File: config.mk
export PLATFORM = sky130hd
export DESIGN_NAME = wshb_arbiter_qos_flat
export DESIGN_NICKNAME = d
export VERILOG_FILES = /design/src/rtl/wshb_arb_pkg.sv /design/src/rtl/wshb_if.sv /design/src/rtl/wshb_arb_mux.sv /design/src/rtl/wshb_arbiter_qos.sv /design/src/flat_wrapper.sv
export SDC_FILE = /design/constraint.sdc
export NUM_CORES = 1
export LEC_CHECK = 0
export ABC_CLOCK_PERIOD_IN_PS = 3400
export CAP_MARGIN = 20
export CORE_AREA = 8 8 151 153
export DETAILED_ROUTE_END_ITERATION = 10
export DIE_AREA = 0 0 159 161
export MAX_ROUTING_LAYER = met4
export PLACE_DENSITY_LB_ADDON = 0.25
export SKIP_CTS_REPAIR_TIMING = 1
export SYNTH_ARGS = -nofsm -noshare
export SYNTH_HDL_FRONTEND = slang
export SYNTH_SLANG_ARGS = --single-unit
File: constraint.sdc
create_clock -name clk -period 3.4 [get_ports clk]
set_clock_uncertainty 0.1 [all_clocks]
set_input_delay 0.34 -clock clk [delete_from_list [all_inputs] [get_ports clk]]
set_output_delay 0.34 -clock clk [all_outputs]
set_load 0.01 [all_outputs]
File: src/rtl/wshb_arb_pkg.sv
// Shared types for the two-master Wishbone QoS arbiter: FSM state and master index.
package wshb_arb_pkg;

  localparam int WB_AW = 32;
  localparam int WB_DW = 32;
  localparam int WB_SW = WB_DW / 8;

  typedef enum logic [1:0] {
    IDLE     = 2'd0,
    GNT_MIRE = 2'd1,
    GNT_VGA  = 2'd2,
    SWITCH   = 2'd3
  } arb_state_t;

  // Also the bit position of each master inside the one-hot grant.
  typedef enum logic {
    MST_MIRE = 1'b0,
    MST_VGA  = 1'b1
  } mst_idx_t;

endpackage

File: src/rtl/wshb_if.sv
// Wishbone B4 classic/registered bus bundle, 32-bit address and data.
interface wshb_if;
  logic [wshb_arb_pkg::WB_AW-1:0] adr;
  logic [wshb_arb_pkg::WB_DW-1:0] dat_ms;
  logic [wshb_arb_pkg::WB_DW-1:0] dat_sm;
  logic [wshb_arb_pkg::WB_SW-1:0] sel;
  logic [2:0]                     cti;
  logic [1:0]                     bte;
  logic                           we, cyc, stb, ack, err, rty;

  modport master (output adr, dat_ms, sel, cti, bte, we, cyc, stb,
                  input  dat_sm, ack, err, rty);
  modport slave  (input  adr, dat_ms, sel, cti, bte, we, cyc, stb,
                  output dat_sm, ack, err, rty);
endinterface

File: src/rtl/wshb_arb_mux.sv
// Grant-driven routing between the VGA / mire masters and the SDRAM port.
// A zero grant parks the SDRAM side (cyc/stb low) and silences both masters.
module wshb_arb_mux import wshb_arb_pkg::*; (
  input  logic [1:0] grant,
  wshb_if.slave      s_vga,
  wshb_if.slave      s_mire,
  wshb_if.master     m_sdram
);

  logic sel_vga, sel_mire;
  assign sel_vga  = grant[MST_VGA];
  assign sel_mire = grant[MST_MIRE];

  // Forward path: granted master drives the SDRAM request, otherwise all zero.
  always_comb begin
    m_sdram.adr    = '0;
    m_sdram.dat_ms = '0;
    m_sdram.sel    = '0;
    m_sdram.cti    = '0;
    m_sdram.bte    = '0;
    m_sdram.we     = 1'b0;
    m_sdram.cyc    = 1'b0;
    m_sdram.stb    = 1'b0;
    if (sel_vga) begin
      m_sdram.adr    = s_vga.adr;
      m_sdram.dat_ms = s_vga.dat_ms;
      m_sdram.sel    = s_vga.sel;
      m_sdram.cti    = s_vga.cti;
      m_sdram.bte    = s_vga.bte;
      m_sdram.we     = s_vga.we;
      m_sdram.cyc    = s_vga.cyc;
      m_sdram.stb    = s_vga.stb;
    end else if (sel_mire) begin
      m_sdram.adr    = s_mire.adr;
      m_sdram.dat_ms = s_mire.dat_ms;
      m_sdram.sel    = s_mire.sel;
      m_sdram.cti    = s_mire.cti;
      m_sdram.bte    = s_mire.bte;
      m_sdram.we     = s_mire.we;
      m_sdram.cyc    = s_mire.cyc;
      m_sdram.stb    = s_mire.stb;
    end
  end

  // Return path: only the granted master ever sees a response or read data.
  assign s_vga.ack     = sel_vga  & m_sdram.ack;
  assign s_vga.err     = sel_vga  & m_sdram.err;
  assign s_vga.rty     = sel_vga  & m_sdram.rty;
  assign s_vga.dat_sm  = sel_vga  ? m_sdram.dat_sm : '0;
  assign s_mire.ack    = sel_mire & m_sdram.ack;
  assign s_mire.err    = sel_mire & m_sdram.err;
  assign s_mire.rty    = sel_mire & m_sdram.rty;
  assign s_mire.dat_sm = sel_mire ? m_sdram.dat_sm : '0;

endmodule

File: src/rtl/wshb_arbiter_qos.sv
// Two-master Wishbone arbiter (VGA reader vs. mire pattern writer) onto SDRAM.
// VGA wins ties; each grant is capped at QUOTA transfers while the other master
// waits; an urgent VGA (FIFO low) preempts mire at the next transfer boundary.
// A one-cycle SWITCH bubble separates every handover.
// Optional: define WSHB_ARB_STATS_EN for 32-bit per-master transfer counters.
module wshb_arbiter_qos import wshb_arb_pkg::*; #(
  parameter int QUOTA = 16,
  parameter int HDISP = 800,
  parameter int VDISP = 480
) (
  input  logic        clk,
  input  logic        rst_n,
  input  logic        vga_urgent,
  output logic [1:0]  grant,
  output logic [31:0] cnt_vga,
  output logic [31:0] cnt_mire,
  wshb_if.slave       wshb_ifs_vga,
  wshb_if.slave       wshb_ifs_mire,
  wshb_if.master      wshb_ifm_sdram
);

  localparam int            CW      = $clog2(QUOTA + 1);
  localparam logic [CW-1:0] QUOTA_C = CW'(QUOTA);

  if (QUOTA < 1 || HDISP < 1 || VDISP < 1) begin : g_cfg_err
    $error("wshb_arbiter_qos: QUOTA, HDISP and VDISP must be positive");
  end

  arb_state_t    state_q, state_d;
  mst_idx_t      last_q, last_d;
  logic [CW-1:0] xfer_cnt_q, xfer_cnt_d, cnt_inc;
  logic          term, quota_hit, vga_cyc, mire_cyc, mire_stb;

  assign vga_cyc  = wshb_ifs_vga.cyc;
  assign mire_cyc = wshb_ifs_mire.cyc;
  assign mire_stb = wshb_ifs_mire.stb;

  // sdram stb is already gated by the grant, so term is 0 in IDLE/SWITCH.
  assign term      = wshb_ifm_sdram.stb &
                     (wshb_ifm_sdram.ack | wshb_ifm_sdram.err | wshb_ifm_sdram.rty);
  assign cnt_inc   = (term && xfer_cnt_q != QUOTA_C) ? xfer_cnt_q + CW'(1) : xfer_cnt_q;
  // Uses the post-increment count so the switch lands right after the last transfer.
  assign quota_hit = (cnt_inc == QUOTA_C);

  // One-hot grant decoded from the registered state.
  always_comb begin
    grant = 2'b00;
    if (state_q == GNT_VGA)  grant[MST_VGA]  = 1'b1;
    if (state_q == GNT_MIRE) grant[MST_MIRE] = 1'b1;
  end

  // Next state; cyc-drop checks come first so they win over quota/preemption.
  always_comb begin
    state_d = state_q;
    last_d  = last_q;
    case (state_q)
      IDLE: begin
        if (vga_cyc)       state_d = GNT_VGA;
        else if (mire_cyc) state_d = GNT_MIRE;
      end
      GNT_VGA: begin
        last_d = MST_VGA;
        if (!vga_cyc)                  state_d = mire_cyc ? SWITCH : IDLE;
        else if (mire_cyc && quota_hit) state_d = SWITCH;
      end
      GNT_MIRE: begin
        last_d = MST_MIRE;
        if (!mire_cyc)                                        state_d = vga_cyc ? SWITCH : IDLE;
        else if (vga_cyc && vga_urgent && (term || !mire_stb)) state_d = SWITCH;
        else if (vga_cyc && quota_hit)                        state_d = SWITCH;
      end
      SWITCH:  state_d = (last_q == MST_VGA) ? GNT_MIRE : GNT_VGA;
      default: state_d = IDLE;
    endcase
  end

  // Transfer counter restarts on every fresh grant.
  always_comb begin
    xfer_cnt_d = cnt_inc;
    if ((state_d == GNT_VGA || state_d == GNT_MIRE) && state_d != state_q)
      xfer_cnt_d = '0;
  end

  // FSM and quota counter registers.
  always_ff @(posedge clk) begin
    if (!rst_n) begin
      state_q    <= IDLE;
      last_q     <= MST_MIRE;
      xfer_cnt_q <= '0;
    end else begin
      state_q    <= state_d;
      last_q     <= last_d;
      xfer_cnt_q <= xfer_cnt_d;
    end
  end

  wshb_arb_mux u_mux (
    .grant   (grant),
    .s_vga   (wshb_ifs_vga),
    .s_mire  (wshb_ifs_mire),
    .m_sdram (wshb_ifm_sdram)
  );

`ifdef WSHB_ARB_STATS_EN
  logic [31:0] cnt_vga_q, cnt_vga_d, cnt_mire_q, cnt_mire_d;

  // Free-running, wrapping count of terminated transfers per master.
  always_comb begin
    cnt_vga_d  = cnt_vga_q  + ((term && grant[MST_VGA])  ? 32'd1 : 32'd0);
    cnt_mire_d = cnt_mire_q + ((term && grant[MST_MIRE]) ? 32'd1 : 32'd0);
  end

  // Statistics registers.
  always_ff @(posedge clk) begin
    if (!rst_n) begin
      cnt_vga_q  <= '0;
      cnt_mire_q <= '0;
    end else begin
      cnt_vga_q  <= cnt_vga_d;
      cnt_mire_q <= cnt_mire_d;
    end
  end

  assign cnt_vga  = cnt_vga_q;
  assign cnt_mire = cnt_mire_q;
`else
  assign cnt_vga  = '0;
  assign cnt_mire = '0;
`endif

endmodule

File: src/flat_wrapper.sv
// flat-port wrapper written by rule: the top's interface ports become plain ports
module wshb_arbiter_qos_flat import wshb_arb_pkg::*;
#(
  parameter int QUOTA = 16,
  parameter int HDISP = 800,
  parameter int VDISP = 480
)
  (clk, rst_n, vga_urgent, grant, cnt_vga, cnt_mire, wshb_ifs_vga_adr, wshb_ifs_vga_dat_ms, wshb_ifs_vga_sel, wshb_ifs_vga_cti, wshb_ifs_vga_bte, wshb_ifs_vga_we, wshb_ifs_vga_cyc, wshb_ifs_vga_stb, wshb_ifs_vga_dat_sm, wshb_ifs_vga_ack, wshb_ifs_vga_err, wshb_ifs_vga_rty, wshb_ifs_mire_adr, wshb_ifs_mire_dat_ms, wshb_ifs_mire_sel, wshb_ifs_mire_cti, wshb_ifs_mire_bte, wshb_ifs_mire_we, wshb_ifs_mire_cyc, wshb_ifs_mire_stb, wshb_ifs_mire_dat_sm, wshb_ifs_mire_ack, wshb_ifs_mire_err, wshb_ifs_mire_rty, wshb_ifm_sdram_adr, wshb_ifm_sdram_dat_ms, wshb_ifm_sdram_sel, wshb_ifm_sdram_cti, wshb_ifm_sdram_bte, wshb_ifm_sdram_we, wshb_ifm_sdram_cyc, wshb_ifm_sdram_stb, wshb_ifm_sdram_dat_sm, wshb_ifm_sdram_ack, wshb_ifm_sdram_err, wshb_ifm_sdram_rty);
  wshb_if wshb_ifs_vga_i ();
  wshb_if wshb_ifs_mire_i ();
  wshb_if wshb_ifm_sdram_i ();
  input  logic clk;
  input  logic rst_n;
  input  logic vga_urgent;
  output logic [1:0] grant;
  output logic [31:0] cnt_vga;
  output logic [31:0] cnt_mire;
  input wire logic [$bits(wshb_ifs_vga_i.adr)-1:0] wshb_ifs_vga_adr;
  input wire logic [$bits(wshb_ifs_vga_i.dat_ms)-1:0] wshb_ifs_vga_dat_ms;
  input wire logic [$bits(wshb_ifs_vga_i.sel)-1:0] wshb_ifs_vga_sel;
  input wire logic [$bits(wshb_ifs_vga_i.cti)-1:0] wshb_ifs_vga_cti;
  input wire logic [$bits(wshb_ifs_vga_i.bte)-1:0] wshb_ifs_vga_bte;
  input wire logic [$bits(wshb_ifs_vga_i.we)-1:0] wshb_ifs_vga_we;
  input wire logic [$bits(wshb_ifs_vga_i.cyc)-1:0] wshb_ifs_vga_cyc;
  input wire logic [$bits(wshb_ifs_vga_i.stb)-1:0] wshb_ifs_vga_stb;
  output wire logic [$bits(wshb_ifs_vga_i.dat_sm)-1:0] wshb_ifs_vga_dat_sm;
  output wire logic [$bits(wshb_ifs_vga_i.ack)-1:0] wshb_ifs_vga_ack;
  output wire logic [$bits(wshb_ifs_vga_i.err)-1:0] wshb_ifs_vga_err;
  output wire logic [$bits(wshb_ifs_vga_i.rty)-1:0] wshb_ifs_vga_rty;
  input wire logic [$bits(wshb_ifs_mire_i.adr)-1:0] wshb_ifs_mire_adr;
  input wire logic [$bits(wshb_ifs_mire_i.dat_ms)-1:0] wshb_ifs_mire_dat_ms;
  input wire logic [$bits(wshb_ifs_mire_i.sel)-1:0] wshb_ifs_mire_sel;
  input wire logic [$bits(wshb_ifs_mire_i.cti)-1:0] wshb_ifs_mire_cti;
  input wire logic [$bits(wshb_ifs_mire_i.bte)-1:0] wshb_ifs_mire_bte;
  input wire logic [$bits(wshb_ifs_mire_i.we)-1:0] wshb_ifs_mire_we;
  input wire logic [$bits(wshb_ifs_mire_i.cyc)-1:0] wshb_ifs_mire_cyc;
  input wire logic [$bits(wshb_ifs_mire_i.stb)-1:0] wshb_ifs_mire_stb;
  output wire logic [$bits(wshb_ifs_mire_i.dat_sm)-1:0] wshb_ifs_mire_dat_sm;
  output wire logic [$bits(wshb_ifs_mire_i.ack)-1:0] wshb_ifs_mire_ack;
  output wire logic [$bits(wshb_ifs_mire_i.err)-1:0] wshb_ifs_mire_err;
  output wire logic [$bits(wshb_ifs_mire_i.rty)-1:0] wshb_ifs_mire_rty;
  output wire logic [$bits(wshb_ifm_sdram_i.adr)-1:0] wshb_ifm_sdram_adr;
  output wire logic [$bits(wshb_ifm_sdram_i.dat_ms)-1:0] wshb_ifm_sdram_dat_ms;
  output wire logic [$bits(wshb_ifm_sdram_i.sel)-1:0] wshb_ifm_sdram_sel;
  output wire logic [$bits(wshb_ifm_sdram_i.cti)-1:0] wshb_ifm_sdram_cti;
  output wire logic [$bits(wshb_ifm_sdram_i.bte)-1:0] wshb_ifm_sdram_bte;
  output wire logic [$bits(wshb_ifm_sdram_i.we)-1:0] wshb_ifm_sdram_we;
  output wire logic [$bits(wshb_ifm_sdram_i.cyc)-1:0] wshb_ifm_sdram_cyc;
  output wire logic [$bits(wshb_ifm_sdram_i.stb)-1:0] wshb_ifm_sdram_stb;
  input wire logic [$bits(wshb_ifm_sdram_i.dat_sm)-1:0] wshb_ifm_sdram_dat_sm;
  input wire logic [$bits(wshb_ifm_sdram_i.ack)-1:0] wshb_ifm_sdram_ack;
  input wire logic [$bits(wshb_ifm_sdram_i.err)-1:0] wshb_ifm_sdram_err;
  input wire logic [$bits(wshb_ifm_sdram_i.rty)-1:0] wshb_ifm_sdram_rty;
  assign wshb_ifs_vga_i.adr = wshb_ifs_vga_adr;
  assign wshb_ifs_vga_i.dat_ms = wshb_ifs_vga_dat_ms;
  assign wshb_ifs_vga_i.sel = wshb_ifs_vga_sel;
  assign wshb_ifs_vga_i.cti = wshb_ifs_vga_cti;
  assign wshb_ifs_vga_i.bte = wshb_ifs_vga_bte;
  assign wshb_ifs_vga_i.we = wshb_ifs_vga_we;
  assign wshb_ifs_vga_i.cyc = wshb_ifs_vga_cyc;
  assign wshb_ifs_vga_i.stb = wshb_ifs_vga_stb;
  assign wshb_ifs_vga_dat_sm = wshb_ifs_vga_i.dat_sm;
  assign wshb_ifs_vga_ack = wshb_ifs_vga_i.ack;
  assign wshb_ifs_vga_err = wshb_ifs_vga_i.err;
  assign wshb_ifs_vga_rty = wshb_ifs_vga_i.rty;
  assign wshb_ifs_mire_i.adr = wshb_ifs_mire_adr;
  assign wshb_ifs_mire_i.dat_ms = wshb_ifs_mire_dat_ms;
  assign wshb_ifs_mire_i.sel = wshb_ifs_mire_sel;
  assign wshb_ifs_mire_i.cti = wshb_ifs_mire_cti;
  assign wshb_ifs_mire_i.bte = wshb_ifs_mire_bte;
  assign wshb_ifs_mire_i.we = wshb_ifs_mire_we;
  assign wshb_ifs_mire_i.cyc = wshb_ifs_mire_cyc;
  assign wshb_ifs_mire_i.stb = wshb_ifs_mire_stb;
  assign wshb_ifs_mire_dat_sm = wshb_ifs_mire_i.dat_sm;
  assign wshb_ifs_mire_ack = wshb_ifs_mire_i.ack;
  assign wshb_ifs_mire_err = wshb_ifs_mire_i.err;
  assign wshb_ifs_mire_rty = wshb_ifs_mire_i.rty;
  assign wshb_ifm_sdram_adr = wshb_ifm_sdram_i.adr;
  assign wshb_ifm_sdram_dat_ms = wshb_ifm_sdram_i.dat_ms;
  assign wshb_ifm_sdram_sel = wshb_ifm_sdram_i.sel;
  assign wshb_ifm_sdram_cti = wshb_ifm_sdram_i.cti;
  assign wshb_ifm_sdram_bte = wshb_ifm_sdram_i.bte;
  assign wshb_ifm_sdram_we = wshb_ifm_sdram_i.we;
  assign wshb_ifm_sdram_cyc = wshb_ifm_sdram_i.cyc;
  assign wshb_ifm_sdram_stb = wshb_ifm_sdram_i.stb;
  assign wshb_ifm_sdram_i.dat_sm = wshb_ifm_sdram_dat_sm;
  assign wshb_ifm_sdram_i.ack = wshb_ifm_sdram_ack;
  assign wshb_ifm_sdram_i.err = wshb_ifm_sdram_err;
  assign wshb_ifm_sdram_i.rty = wshb_ifm_sdram_rty;
  wshb_arbiter_qos #(.QUOTA(QUOTA), .HDISP(HDISP), .VDISP(VDISP)) u_core (.clk(clk), .rst_n(rst_n), .vga_urgent(vga_urgent), .grant(grant), .cnt_vga(cnt_vga), .cnt_mire(cnt_mire), .wshb_ifs_vga(wshb_ifs_vga_i), .wshb_ifs_mire(wshb_ifs_mire_i), .wshb_ifm_sdram(wshb_ifm_sdram_i));
endmodule
Yosys cells after proc, flatten, opt, wreduce, memory -nomap -nowiden. Cells that the tools add are included.

Flip-flop bits (word level): 8. Output and inout port bits: 212.

Eq/ne operators: 8. Bitwise logic cells: 10. Muxes and demuxes: 33. Reductions and logical operators: 12. Add/sub/neg operators: 1.

Operators with widths (number): 32-bit 2-to-1 mux (6); 2-bit 2-to-1 mux (12); 1-bit 2-to-1 mux (8); 4-bit 2-to-1 mux (2); 2-bit one-hot mux with 4 select lines (1); 1-bit AND (7); 2-bit equality test, second input constant (3); 1-bit logical AND (6); 3-bit 2-to-1 mux (2); 5-bit by 1-bit adder with 5-bit output, second input constant (1); 5-bit equality test, second input constant (1); 5-bit 2-to-1 mux (1); 5-bit != test, second input constant (1); 2-bit by 1-bit equality test with 1-bit output, second input constant (2); 2-bit logical NOT (1); 1-bit logical OR (2); 2-bit != test (1); 1-bit OR (2); 1-bit one-hot mux with 2 select lines (1); 2-bit nonzero test (1); 2-bit OR reduction (1); 1-bit logical NOT (1); 1-bit NOT (1).

Depth between registers and ports, before layout. Gate-level depths: netlist of the first run.

Depth in word-level cells: 17. Depth in mapped cells: 10. Mapped depth without buffers: 9.

By module. From an unflattened synthesis of the first run, not the netlist that was laid out.

Cell total of the unflattened synthesis: 322. Area, all modules: 2497.4 µm².

Modules (own cells, without submodules): wshb_arb_mux (area an instance 1298.7 µm², sequential area each 0.0 µm², cells each 176, times used 1); wshb_arbiter_qos (area an instance 1198.6 µm², sequential area each 160.2 µm², cells each 146, times used 1).

Worst setup path after synthesis of the first run. No wires, ideal clock.

Path kind: register to register. Start: register u_core.state_q[0]. End: register u_core.xfer_cnt_q[0]. Path slack: 631 ps. Setup time: 136 ps. Period minus slack after synthesis: 2769 ps. Stages on the path, launching flop included: 11. Arrival time: 2534 ps. Cells stage by stage: dfxtp_1 -> inv_1 -> ha_1 -> buf_6 -> nand3b_4 -> a211oi_2 -> mux2i_1 -> nand4_2 -> a311o_1 -> a21boi_2 -> nor3_1.

RTL lines: start: declaration (RTL line wshb_arbiter_qos.sv:29) `arb_state_t state_q, state_d;`; start signal: assignment (RTL line wshb_arbiter_qos.sv:91) `state_q <= state_d;`; 2-bit equality test (*) (RTL line wshb_arbiter_qos.sv:48) `if (state_q == GNT_VGA) grant[MST_VGA] = 1'b1;`; 1-bit 2-to-1 mux (*) (RTL line wshb_arbiter_qos.sv:48); named net grant[1] (RTL line flat_wrapper.sv:15) `output logic [1:0] grant;`; 1-bit 2-to-1 mux (*) (RTL line wshb_arb_mux.sv:24) `if (sel_vga) begin`; 1-bit AND (*) (RTL line wshb_arbiter_qos.sv:39) `assign term = wshb_ifm_sdram.stb &`; 1-bit logical AND (RTL line wshb_arbiter_qos.sv:41) `assign cnt_inc = (term && xfer_cnt_q != QUOTA_C) ? xfer_cnt_q + CW'(1) : xfer_cnt_q;`; 5-bit 2-to-1 mux (RTL line wshb_arbiter_qos.sv:41); 5-bit equality test (RTL line wshb_arbiter_qos.sv:43) `assign quota_hit = (cnt_inc == QUOTA_C);`; 1-bit logical AND (RTL line wshb_arbiter_qos.sv:70) `else if (vga_cyc && quota_hit) state_d = SWITCH;`; 2-bit 2-to-1 mux (RTL line wshb_arbiter_qos.sv:70); 2-bit 2-to-1 mux (RTL line wshb_arbiter_qos.sv:69) `else if (vga_cyc && vga_urgent && (term || !mire_stb)) state_d = SWITCH;`; 2-bit 2-to-1 mux (RTL line wshb_arbiter_qos.sv:68) `if (!mire_cyc) state_d = vga_cyc ? SWITCH : IDLE;`; 2-bit one-hot mux with 4 select lines (RTL line wshb_arbiter_qos.sv:56) `case (state_q)`; 2-bit equality test or 2-bit by 1-bit equality test with 1-bit output (tied branches) (RTL line wshb_arbiter_qos.sv:80) `if ((state_d == GNT_VGA || state_d == GNT_MIRE) && state_d != state_q)`; 1-bit logical OR (RTL line wshb_arbiter_qos.sv:80); 1-bit logical AND (RTL line wshb_arbiter_qos.sv:80); 2-bit OR reduction (no line); end signal: assignment (RTL line wshb_arbiter_qos.sv:93) `xfer_cnt_q <= xfer_cnt_d;`; end: declaration (RTL line wshb_arbiter_qos.sv:31) `logic [CW-1:0] xfer_cnt_q, xfer_cnt_d, cnt_inc;`.

The timed path passes the listed nets; every way through them passes the cells marked *. A chain may end at the register's enable or synchronous reset.

Worst setup path after layout of the first run.
Start: register u_core.state_q[1]. End: output wshb_ifm_sdram_adr[4].

Longest elaborated chain between the ends: 4.

RTL lines: 2-bit by 1-bit equality test with 1-bit output (RTL line wshb_arbiter_qos.sv:49) `if (state_q == GNT_MIRE) grant[MST_MIRE] = 1'b1;`; 1-bit 2-to-1 mux (RTL line wshb_arbiter_qos.sv:49); 32-bit 2-to-1 mux (RTL line wshb_arb_mux.sv:33) `end else if (sel_mire) begin`; 32-bit 2-to-1 mux (*) (RTL line wshb_arb_mux.sv:24); end: declaration (RTL line flat_wrapper.sv:42) `output wire logic [$bits(wshb_ifm_sdram_i.adr)-1:0] wshb_ifm_sdram_adr;`.

Mark *: on every way between the ends. The rest lies on a longest branch, timed or not.

==> impl_summary.txt, run 1 <==
----------------------------------------------------
[Status]
  Status ... complete, no violations

[Clock tree]
  Clock input transition at the sequential cells of the worst setup and hold paths ... about 0.040 ns
  Number of buffers on the longest clock path ... 2
  Insertion delay to the later sink of the worst-skew pair ... around 0.23 ns
  Clk sink count ... 8
  Clock tree from TritonCTS ... yes
  Number of buffers created by CTS ... 3
  H-tree depth ... 1
  Clk root buf ... clkbuf_16

[Floorplan]
  Starting density of the core ... approximately an eighth
  Area of the core region ... around 20000 µm²
  Die boundary height ... 161 µm
  Total I/O pin count ... ~400
  Overall die width ... 159 µm
  Die footprint ... roughly 26000 µm²
  Standard-cell rows ... 53

[Synthesis]
  Flip-flop cell with the highest count after synthesis ... dfxtp_1
  Average instance area after synthesis ... ~7.5 µm²
  Count of flip-flops with a built-in enable after synthesis ... 0
  Fraction of registers with async set or reset after synthesis ... 0%
  Seq cells post-synth ... 8
  Synthesis warning total ... 0
  Netlist Area Pre-Place ... around 2500 µm²
  Portion of the post-synthesis area used by sequential elements ... 6.324%
  Number of different library cells in the post-synthesis netlist ... 44
  Gate count of the mapped netlist ... 338

[Global routing]
  Antenna violations before repair ... 0
  Overflow left after global routing ... 0
  Global-route wire length before repair ... about 25000 µm
  Via count of the first global-routing pass ... 3700
  Pin count of the biggest net entering global routing ... 54
  Combined global-route utilization of all metal layers ... about an eighth

[Worst setup path]
  Required time at the endpoint of the critical path ... 2.96 ns
  Data arrival at the endpoint of the critical path ... around 2.4 ns
  Critical-path maximum fanout ... 53
  Crit. End Element ... output pin
  Worst Path Class, Setup ... reg -> out
  Type of element launching the critical path ... flip-flop

[Route]
  Final wirelength ... 16730 µm
  Number of detailed-routing iterations run before antenna repair ... 4
  Drt drc ... 0
  Total met2 wirelength after detailed routing ... a little under 9000 µm
  Met1 wire length ... between 7000 and 8000 µm
  Routed Antenna Nets ... 0
  Met3 Routed Length ... around 1000 µm
  WL/cell ... approximately 18 µm
  Per-cell via count in the routed design ... ~3.7
  Top layer reached by signal wires ... met4
  Vias post-DR ... approximately 3500
  DR iter-0 viols ... 152

[Placed design]
  Weighted congestion reported at the end of routability-driven placement ... about 0.80
  Buffers added on ports ... roughly 340
  HPWL Detailed ... around 14000 µm
  Number of placed instances, taps included ... 928

[Finish]
  Fraction of final layout cells with drive strength greater than 1 ... under 10%
  Final-stage net count ... between 800 and 900
  Synthesis-to-finish area growth ... 138.9%
  Final std cells w/o fill ... roughly 930
  Share of the core filled with cells in the final layout ... between 20% and 30%
  Antenna diode count ... 0

[Timing]
  Setup TNS ... 0 ns
  Peak Freq ... 348.9 MHz
  Number of hold violations in the final report ... 0
  Pins Over Slew Limit ... 0
  Max_slew headroom ... around three fifths
  Final setup fails ... 0
  Tightest hold margin ... about 0.46 ns
  Post-layout min period ... 2.866 ns
  Setup repair after global routing missed its margin ... false
  Worst-margin pin slew ... around 0.6 ns
  Part of the cycle the worst path needs ... 84.30%

[Pwr]
  IR Drop Worst-Case VDD ... 0.2845 mV
  Overall Power ... around 3.7 mW
  Leakage power figure ... 2.363 nW
  Power density relative to cell area ... 614.1 nW/µm²

[Run]
  Max-cap violations ... 0

[Min path]
  Worst min path class ... reg -> reg

----------------------------------------------------
metal layers:
| metal | global-route usage [%] | vias up |
|---|---|---|
| met5 | - | - |
| li1 | - | 1725 |
| met4 | 0.6432 | 0 |
| met2 | 22.22 | 183 |
| met1 | 14.38 | 1578 |
| met3 | 2.596 | 2 |
kinds of logic after synthesis:
family	after synthesis	share of synthesized area, %
AND/OR/NAND/NOR	113	27.47
AO/OA/AOI/OAI	105	36.22
buffers and inverters	98	24.31
flip-flops	8	6.324
adder cells (fa/ha/maj)	6	2.964
XOR/XNOR	4	1.384
multiplexers	3	1.186
other	1	0.1481
final timing paths:
kind / startpoint / endpoint / slack (ns) / cells past startpoint
worst max-delay path: u_core.state_q[1] / wshb_ifm_sdram_adr[4] / 0.53 / 6
worst min-delay path: u_core.last_q / u_core.last_q / 0.46 / 1
worst max register to register: u_core.state_q[0] / u_core.xfer_cnt_q[1] / 0.56 / 9
worst min register to register: u_core.last_q / u_core.last_q / 0.46 / 1
layout make-up:
type,instances,area (µm²)
clock buffer,3,75.07
fill,2252,14510
inverter,7,26.28
multi-input combinational,295,2013
sequential,8,160.2
tap,275,344.1
timing repair buffer,343,3431
per-stage QoR:
step | setup slack [ns] | area [µm²]
finish | 0.5337 | 6050
global route | 0.3185 | 6050
CTS | 0.5344 | 6050
global placement | 0.5785 | 5974
detailed placement | 0.5551 | 5974
floorplan | 0.6306 | 2769
power breakdown:
| group | total (mW) | switching [mW] | internal, mW | leakage, nW |
|---|---|---|---|---|
| sequential | 0.156 | 0.0402 | 0.116 | 0.0652 |
| combinational | 3.36 | 1.53 | 1.83 | 2.26 |
| clock | 0.195 | 0.0436 | 0.151 | 0.0370 |
synthesized netlist by cell type, types with 2 or more instances:
cell	count	share of area, %
a211oi_1	3	0.89
a21o_1	2	0.59
a21oi_1	6	1.2
a22o_1	75	26
a22oi_1	2	0.59
a311o_1	2	0.79
a311oi_2	2	1.2
and2_1	71	18
and3_1	3	0.74
buf_4	64	19
clkbuf_1	26	3.9
dfxtp_1	8	6.3
ha_1	6	3.0
inv_1	7	1.0
mux2i_1	3	1.2
nand2_1	12	1.8
nand3b_1	2	0.59
nor2_1	8	1.2
nor2b_1	5	1.2
nor3_1	4	0.79
o21ai_1	2	0.40
xor2_1	3	1.0
sequential cells by signal (all words and copies together), names as in the netlist:
signal and flops:
u_core.state_q 2, u_core.xfer_cnt_q 5, u_core.last_q 1
cell usage in the layout, fill, tap and decap left out, types with 2 or more instances in the layout:
| cell type | netlist | routed |
|---|---|---|
| clkdlybuf4s50_1 | 0 | 337 |
| a22o_1 | 75 | 75 |
| and2_1 | 71 | 71 |
| conb_1 | 1 | 64 |
| nand2_1 | 12 | 12 |
| nor2_1 | 8 | 8 |
| dfxtp_1 | 8 | 8 |
| inv_1 | 7 | 7 |
| a21oi_1 | 6 | 6 |
| ha_1 | 6 | 5 |
| buf_4 | 64 | 5 |
| nor2b_1 | 5 | 4 |
| nor3_1 | 4 | 4 |
| a211oi_1 | 3 | 3 |
| and3_1 | 3 | 3 |
| xor2_1 | 3 | 3 |
| mux2i_1 | 3 | 3 |
| clkbuf_16 | 0 | 3 |
| nand3b_1 | 2 | 2 |
| a21o_1 | 2 | 2 |
| a311oi_2 | 2 | 2 |
| o21ai_1 | 2 | 2 |
| a22oi_1 | 2 | 2 |
| a311o_1 | 2 | 2 |
worst max-delay path, cell delays in order (launching register included):
cell and delay (ns):
dfxtp_1 0.39, inv_1 0.20, ha_1 0.29, nor2b_4 0.21, buf_12 0.24, a22o_1 0.23
clkdlybuf4s50_1 0.57
Note: power is estimated with default switching activity, not from simulation.
==> run 2, diff against run 1 <==
--- a/config.mk
+++ b/config.mk
@@ -5,7 +5,7 @@
 export SDC_FILE = /design/constraint.sdc
 export NUM_CORES = 1
 export LEC_CHECK = 0
-export ABC_CLOCK_PERIOD_IN_PS = 3400
+export ABC_CLOCK_PERIOD_IN_PS = 2900
 export CAP_MARGIN = 20
 export CORE_AREA = 8 8 151 153
 export DETAILED_ROUTE_END_ITERATION = 10
==> constraint.sdc (replaced) <==
create_clock -name clk -period 2.9 [get_ports clk]
set_clock_uncertainty 0.1 [all_clocks]
set_input_delay 0.29 -clock clk [delete_from_list [all_inputs] [get_ports clk]]
set_output_delay 0.29 -clock clk [all_outputs]
set_load 0.01 [all_outputs]
==> run 2 against run 1 <==
  * Cell count up 0.64%
  * Sequential share of layout area down 0.058 points
  * Sequential power up 11%
  * Non-clock buffer count up 6
  * Power up 23%
  * Via count up 2.0%
  * Count of clock-buffer cells in the layout unchanged
  * Register-to-register slack worse by 0.31 ns
  * Die area unchanged
  * Combinational power up 24%
  * Largest power group unchanged
==> impl_summary.txt, run 2 (synthesis results as in run 1) <==
----------------------------------------------------
[Status]
  Status ... complete, no violations

[Clock tree]
  Clock tree from TritonCTS ... yes
  Clock input transition at the sequential cells of the worst setup and hold paths ... about 0.040 ns
  H-tree depth ... 1
  Number of buffers created by CTS ... 3
  Clk root buf ... clkbuf_16
  Clk sink count ... 8
  Insertion delay to the later sink of the worst-skew pair ... roughly 0.23 ns
  Number of buffers on the longest clock path ... 2

[Route]
  Drt drc ... 0
  Number of detailed-routing iterations run before antenna repair ... 4
  Per-cell via count in the routed design ... 3.798
  Final wirelength ... between 15000 and 20000 µm
  DR iter-0 viols ... approximately 150
  Vias post-DR ... ~3600
  WL/cell ... roughly 18 µm
  Routed Antenna Nets ... 0

[Finish]
  Number of filler instances in the final layout ... 2196
  Final-stage net count ... 860
  Most frequent standard cell in the layout excluding fill and tap cells ... clkdlybuf4s50_1
  Max FFs per register ... 5
  Total non-filler cell area in the finished layout ... 6186 µm²
  Area of combinational cells with multiple inputs ... between 2000 and 2500 µm²
  Final std cells w/o fill ... around 940
  Largest reg by FF count ... u_core.xfer_cnt_q
  Seq. cell area ... ~160 µm²
  Commonest cells after routing, fill and taps aside ... clkdlybuf4s50_1 (337), a22o_1 (75), and2_1 (71)
  Fraction of final layout cells with drive strength greater than 1 ... under 10%
  Share of the core filled with cells in the final layout ... a little under a third
  Synthesis-to-finish area growth ... 144.3%
  Largest registers ranked by flip-flop count ... u_core.xfer_cnt_q: 5 flops, u_core.state_q: 2 flops, u_core.last_q: 1 flops
  Antenna diode count ... 0

[Floorplan]
  Overall die width ... 159 µm
  Starting density of the core ... 12.32%
  Area of the core region ... approximately 21000 µm²
  Die boundary height ... about 160 µm
  Total I/O pin count ... ~400
  Standard-cell rows ... 53
  Die footprint ... 25600 µm²

[Timing]
  Tightest hold margin ... roughly 0.47 ns
  Worst-margin pin slew ... ~0.59 ns
  Number of hold violations in the final report ... 0
  Part of the cycle the worst path needs ... around 95%
  Setup TNS ... 0 ns
  Smallest setup slack after layout ... 0.1328 ns
  Pins Over Slew Limit ... 0
  Peak Freq ... roughly 360 MHz
  Final setup fails ... 0
  Max_slew headroom ... 60.22%
  Post-layout min period ... 2.767 ns

[Pwr]
  Overall Power ... approximately 4.6 mW
  Power density relative to cell area ... around 740 nW/µm²
  Leakage power figure ... around 2.4 nW
  IR Drop Worst-Case VDD ... between 0.2 and 0.3 mV

[Placed design]
  Buffers added on ports ... 337
  Instance area at placement ... 6015 µm²
  Weighted congestion reported at the end of routability-driven placement ... approximately 0.81
  HPWL Detailed ... 14140 µm
  Setup WS pre-CTS ... about 0.12 ns
  Number of placed instances, taps included ... 930

[Worst setup path]
  Data arrival at the endpoint of the critical path ... ~2.4 ns
  Worst path most repeated cell ... buf_12
  Standard cell with the maximum stage delay on the critical path ... clkdlybuf4s50_1
  Required time at the endpoint of the critical path ... between 2 and 3 ns
  Crit. End Element ... output pin
  Sequence of cells on the critical path ... inv_2 > ha_2 > buf_4 > nor2b_4 > buf_12 > buf_12 > a22o_1 > clkdlybuf4s50_1
  Worst Path Class, Setup ... reg -> out
  Type of element launching the critical path ... flip-flop
  Critical-path maximum fanout ... 22
  Highest cell delay on the worst timing path ... about 0.55 ns

[Global routing]
  Combined global-route utilization of all metal layers ... 12.14%
  Antenna violations before repair ... 0
  Pin count of the biggest net entering global routing ... 60
  Overflow left after global routing ... 0
  Global-route wire length before repair ... roughly 24000 µm
  Via count of the first global-routing pass ... between 3000 and 4000

[Min path]
  Worst min path class ... reg -> reg

[Run]
  Max-cap violations ... 0

----------------------------------------------------
[run 2: routing by layer]
metal,wire length (µm),GRT usage [%]
met1,7240,14.12
met4,57,1.115
met2,8862,22.01
met3,979,2.418
met5,0,-
[run 2: final cells by class]
type | count | area share (%)
Timing Repair Buffer | 349 | 57.63
Multi-Input combinational cell | 295 | 32.58
Tap cell | 275 | 5.562
Sequential cell | 8 | 2.589
Clock buffer | 3 | 1.214
Inverter | 7 | 0.4248
[run 2: worst max-delay path, delay by kind of cell (launching register included)]
kind                       cells  cell delay [ns]
adders and majority gates      1             0.22
AOI/OAI and AO/OA              1             0.15
DFF                            1             0.39
buffers and inverters          5             1.16
and+or+nand+nor                1             0.20
[run 2: worst paths after layout]
kind,from,to,slack (ns),depth (start not counted)
worst max-delay path,u_core.state_q[1],wshb_ifm_sdram_dat_ms[5],0.13,8
worst min-delay path,u_core.last_q,u_core.last_q,0.47,1
worst max register to register,u_core.state_q[1],u_core.xfer_cnt_q[0],0.25,9
worst min register to register,u_core.last_q,u_core.last_q,0.47,1
[run 2: power breakdown]
part	internal [mW]	total [mW]	switching [mW]	leakage, nW
Combinational	2.29	4.16	1.86	2.32
Clock	0.178	0.229	0.0519	0.0370
Sequential	0.136	0.173	0.0373	0.0652
==> run 3, diff against run 2 <==
--- a/config.mk
+++ b/config.mk
@@ -7,9 +7,9 @@
 export LEC_CHECK = 0
 export ABC_CLOCK_PERIOD_IN_PS = 2900
 export CAP_MARGIN = 20
-export CORE_AREA = 8 8 151 153
+export CORE_AREA = 2 2 158 160
 export DETAILED_ROUTE_END_ITERATION = 10
-export DIE_AREA = 0 0 159 161
+export DIE_AREA = 0 0 160 162
 export MAX_ROUTING_LAYER = met4
 export PLACE_DENSITY_LB_ADDON = 0.25
 export SKIP_CTS_REPAIR_TIMING = 1
==> run 3 against run 2 <==
  * Register-to-register slack worse by 0.02 ns
  * Non-clock buffer count up 3
  * First-iteration DRC count down 8.6%
  * Die area up 1.3%
  * Combinational power down 2%
  * Critical path type unchanged
==> impl_summary.txt, run 3 (synthesis results as in run 1) <==
----------------------------------------------------
[Finish]
  Most frequent standard cell in the layout excluding fill and tap cells ... clkdlybuf4s50_1
  Final std cells w/o fill ... just under 1000
  Largest registers ranked by flip-flop count ... u_core.xfer_cnt_q: 5 flops, u_core.state_q: 2 flops, u_core.last_q: 1 flops
  Fraction of final layout cells with drive strength greater than 1 ... around 4.8%
  Final-stage net count ... between 800 and 900
  Share of the core filled with cells in the final layout ... between 20% and 30%
  Synthesis-to-finish area growth ... 146.0%
  Max FFs per register ... 5
  Commonest cells after routing, fill and taps aside ... clkdlybuf4s50_1 (337), a22o_1 (75), and2_1 (71)
  Largest reg by FF count ... u_core.xfer_cnt_q

[Timing]
  Setup TNS ... 0 ns
  Setup repair after global routing missed its margin ... false
  Pins Over Slew Limit ... 0
  Smallest setup slack after layout ... approximately 0.17 ns
  Post-layout min period ... about 2.7 ns
  Number of hold violations in the final report ... 0
  Part of the cycle the worst path needs ... 94.11%
  Peak Freq ... around 370 MHz
  Final setup fails ... 0

[Pwr]
  Internal Pwr Total ... roughly 2.6 mW
  Fraction of power consumed by sequential logic ... under 10%
  Leakage power figure ... 2.423 nW
  Clock power share ... approximately 5.3%
  Switching share of total power ... between 40% and 50%
  Net Switching ... 1.882 mW
  Overall Power ... approximately 4.5 mW
  Combinational cell fraction of total power ... between 90% and 100%
  IR Drop Worst-Case VDD ... approximately 0.41 mV
  Power density relative to cell area ... roughly 710 nW/µm²

[Placed design]
  Number of placed instances, taps included ... ~980
  Buffers added on ports ... roughly 340
  Weighted congestion reported at the end of routability-driven placement ... between 0.7 and 0.8
  Setup WS pre-CTS ... 0.1470 ns
  HPWL Detailed ... ~12000 µm

[Route]
  Final wirelength ... roughly 15000 µm
  Drt drc ... 0
  Number of detailed-routing iterations run before antenna repair ... 4
  DR iter-0 viols ... 138
  Vias post-DR ... approximately 3500
  Met3 Routed Length ... slightly above 900 µm
  Top layer reached by signal wires ... met4
  Met1 wire length ... ~6000 µm
  WL/cell ... between 15 and 20 µm
  Routed Antenna Nets ... 0
  Per-cell via count in the routed design ... 3.520
  Total met2 wirelength after detailed routing ... ~8100 µm

[Global routing]
  Via count of the first global-routing pass ... roughly 3200
  Pin count of the biggest net entering global routing ... between 70 and 80
  Antenna violations before repair ... 1
  Global-route wire length before repair ... about 20000 µm
  Overflow left after global routing ... 0
  Combined global-route utilization of all metal layers ... around a tenth

[Clock tree]
  Number of buffers created by CTS ... 3
  Number of buffers on the longest clock path ... 2
  Clock tree from TritonCTS ... yes
  Clock input transition at the sequential cells of the worst setup and hold paths ... approximately 0.04 ns
  H-tree depth ... 1
  Insertion delay to the later sink of the worst-skew pair ... around 0.23 ns
  Clk root buf ... clkbuf_16
  Clk sink count ... 8

[Floorplan]
  Die footprint ... approximately 26000 µm²
  Total I/O pin count ... ~400
  Overall die width ... ~160 µm
  Starting density of the core ... 10.51%
  Standard-cell rows ... 57
  Die boundary height ... between 150 and 200 µm
  Area of the core region ... about 24000 µm²

[Worst setup path]
  Type of element launching the critical path ... flip-flop
  Highest cell delay on the worst timing path ... around 0.57 ns
  Worst path most repeated cell ... buf_4
  Data arrival at the endpoint of the critical path ... approximately 2.3 ns
  Crit. End Element ... output pin
  Critical-path maximum fanout ... 18
  Required time at the endpoint of the critical path ... 2.51 ns
  Standard cell with the maximum stage delay on the critical path ... clkdlybuf4s50_1
  Worst Path Class, Setup ... reg -> out
  Sequence of cells on the critical path ... inv_2 > ha_2 > buf_4 > nor2b_4 > buf_4 > buf_12 > a22o_1 > clkdlybuf4s50_1

[Min path]
  Worst min path class ... reg -> reg

[Status]
  Status ... complete, no violations

[Run]
  Max-cap violations ... 0

----------------------------------------------------
[run 3: layout make-up]
cell class / instances / area (µm²)
fill: 2600 / 17870
timing repair buffer: 352 / 3546
inverter: 7 / 26.28
clock buffer: 3 / 75.07
sequential: 8 / 160.2
multi-input combinational: 295 / 2016
antenna: 1 / 2.502
tap: 324 / 405.4
[run 3: path summary, 6_finish.rpt]
path,start,end,slack (ns),cells past startpoint
min,u_core.last_q,u_core.last_q,0.43,1
min reg2reg,u_core.last_q,u_core.last_q,0.43,1
max reg2reg,u_core.state_q[0],u_core.xfer_cnt_q[4],0.23,9
max,u_core.state_q[1],wshb_ifm_sdram_dat_ms[28],0.17,8
[run 3: power groups by stage]
stage	logic, mW	registers, mW	clock network (mW)
after CTS	4.02	0.162	0.235
after floorplan	1.89	0.168	0
final	4.06	0.164	0.234
after detailed placement	4.00	0.163	0
after global routing	4.34	0.168	0.243
after global placement	4.04	0.163	0
[run 3: layer usage]
metal	track usage [%]	vias to the layer above
li1	-	1742
met3	1.992	4
met1	11.94	1580
met4	0.7371	0
met5	-	-
met2	19.03	159
[run 3: per-stage QoR]
stage          instance area (µm²)  hold slack [ns]
2_1_floorplan                 2769           0.3083
3_3_place_gp                  6086           0.4185
3_5_place_dp                  6086           0.4216
4_1_cts                       6161           0.4307
5_1_grt                       6231           0.4748
6_report                      6231           0.4328
[run 3: critical path: cells and delay by family (launching register included)]
kind,cells,cell delay [ns]
buffers and inverters,5,1.14
flip-flops,1,0.34
AND/OR/NAND/NOR,1,0.22
adder cells (fa/ha/maj),1,0.21
AO/OA/AOI/OAI,1,0.18
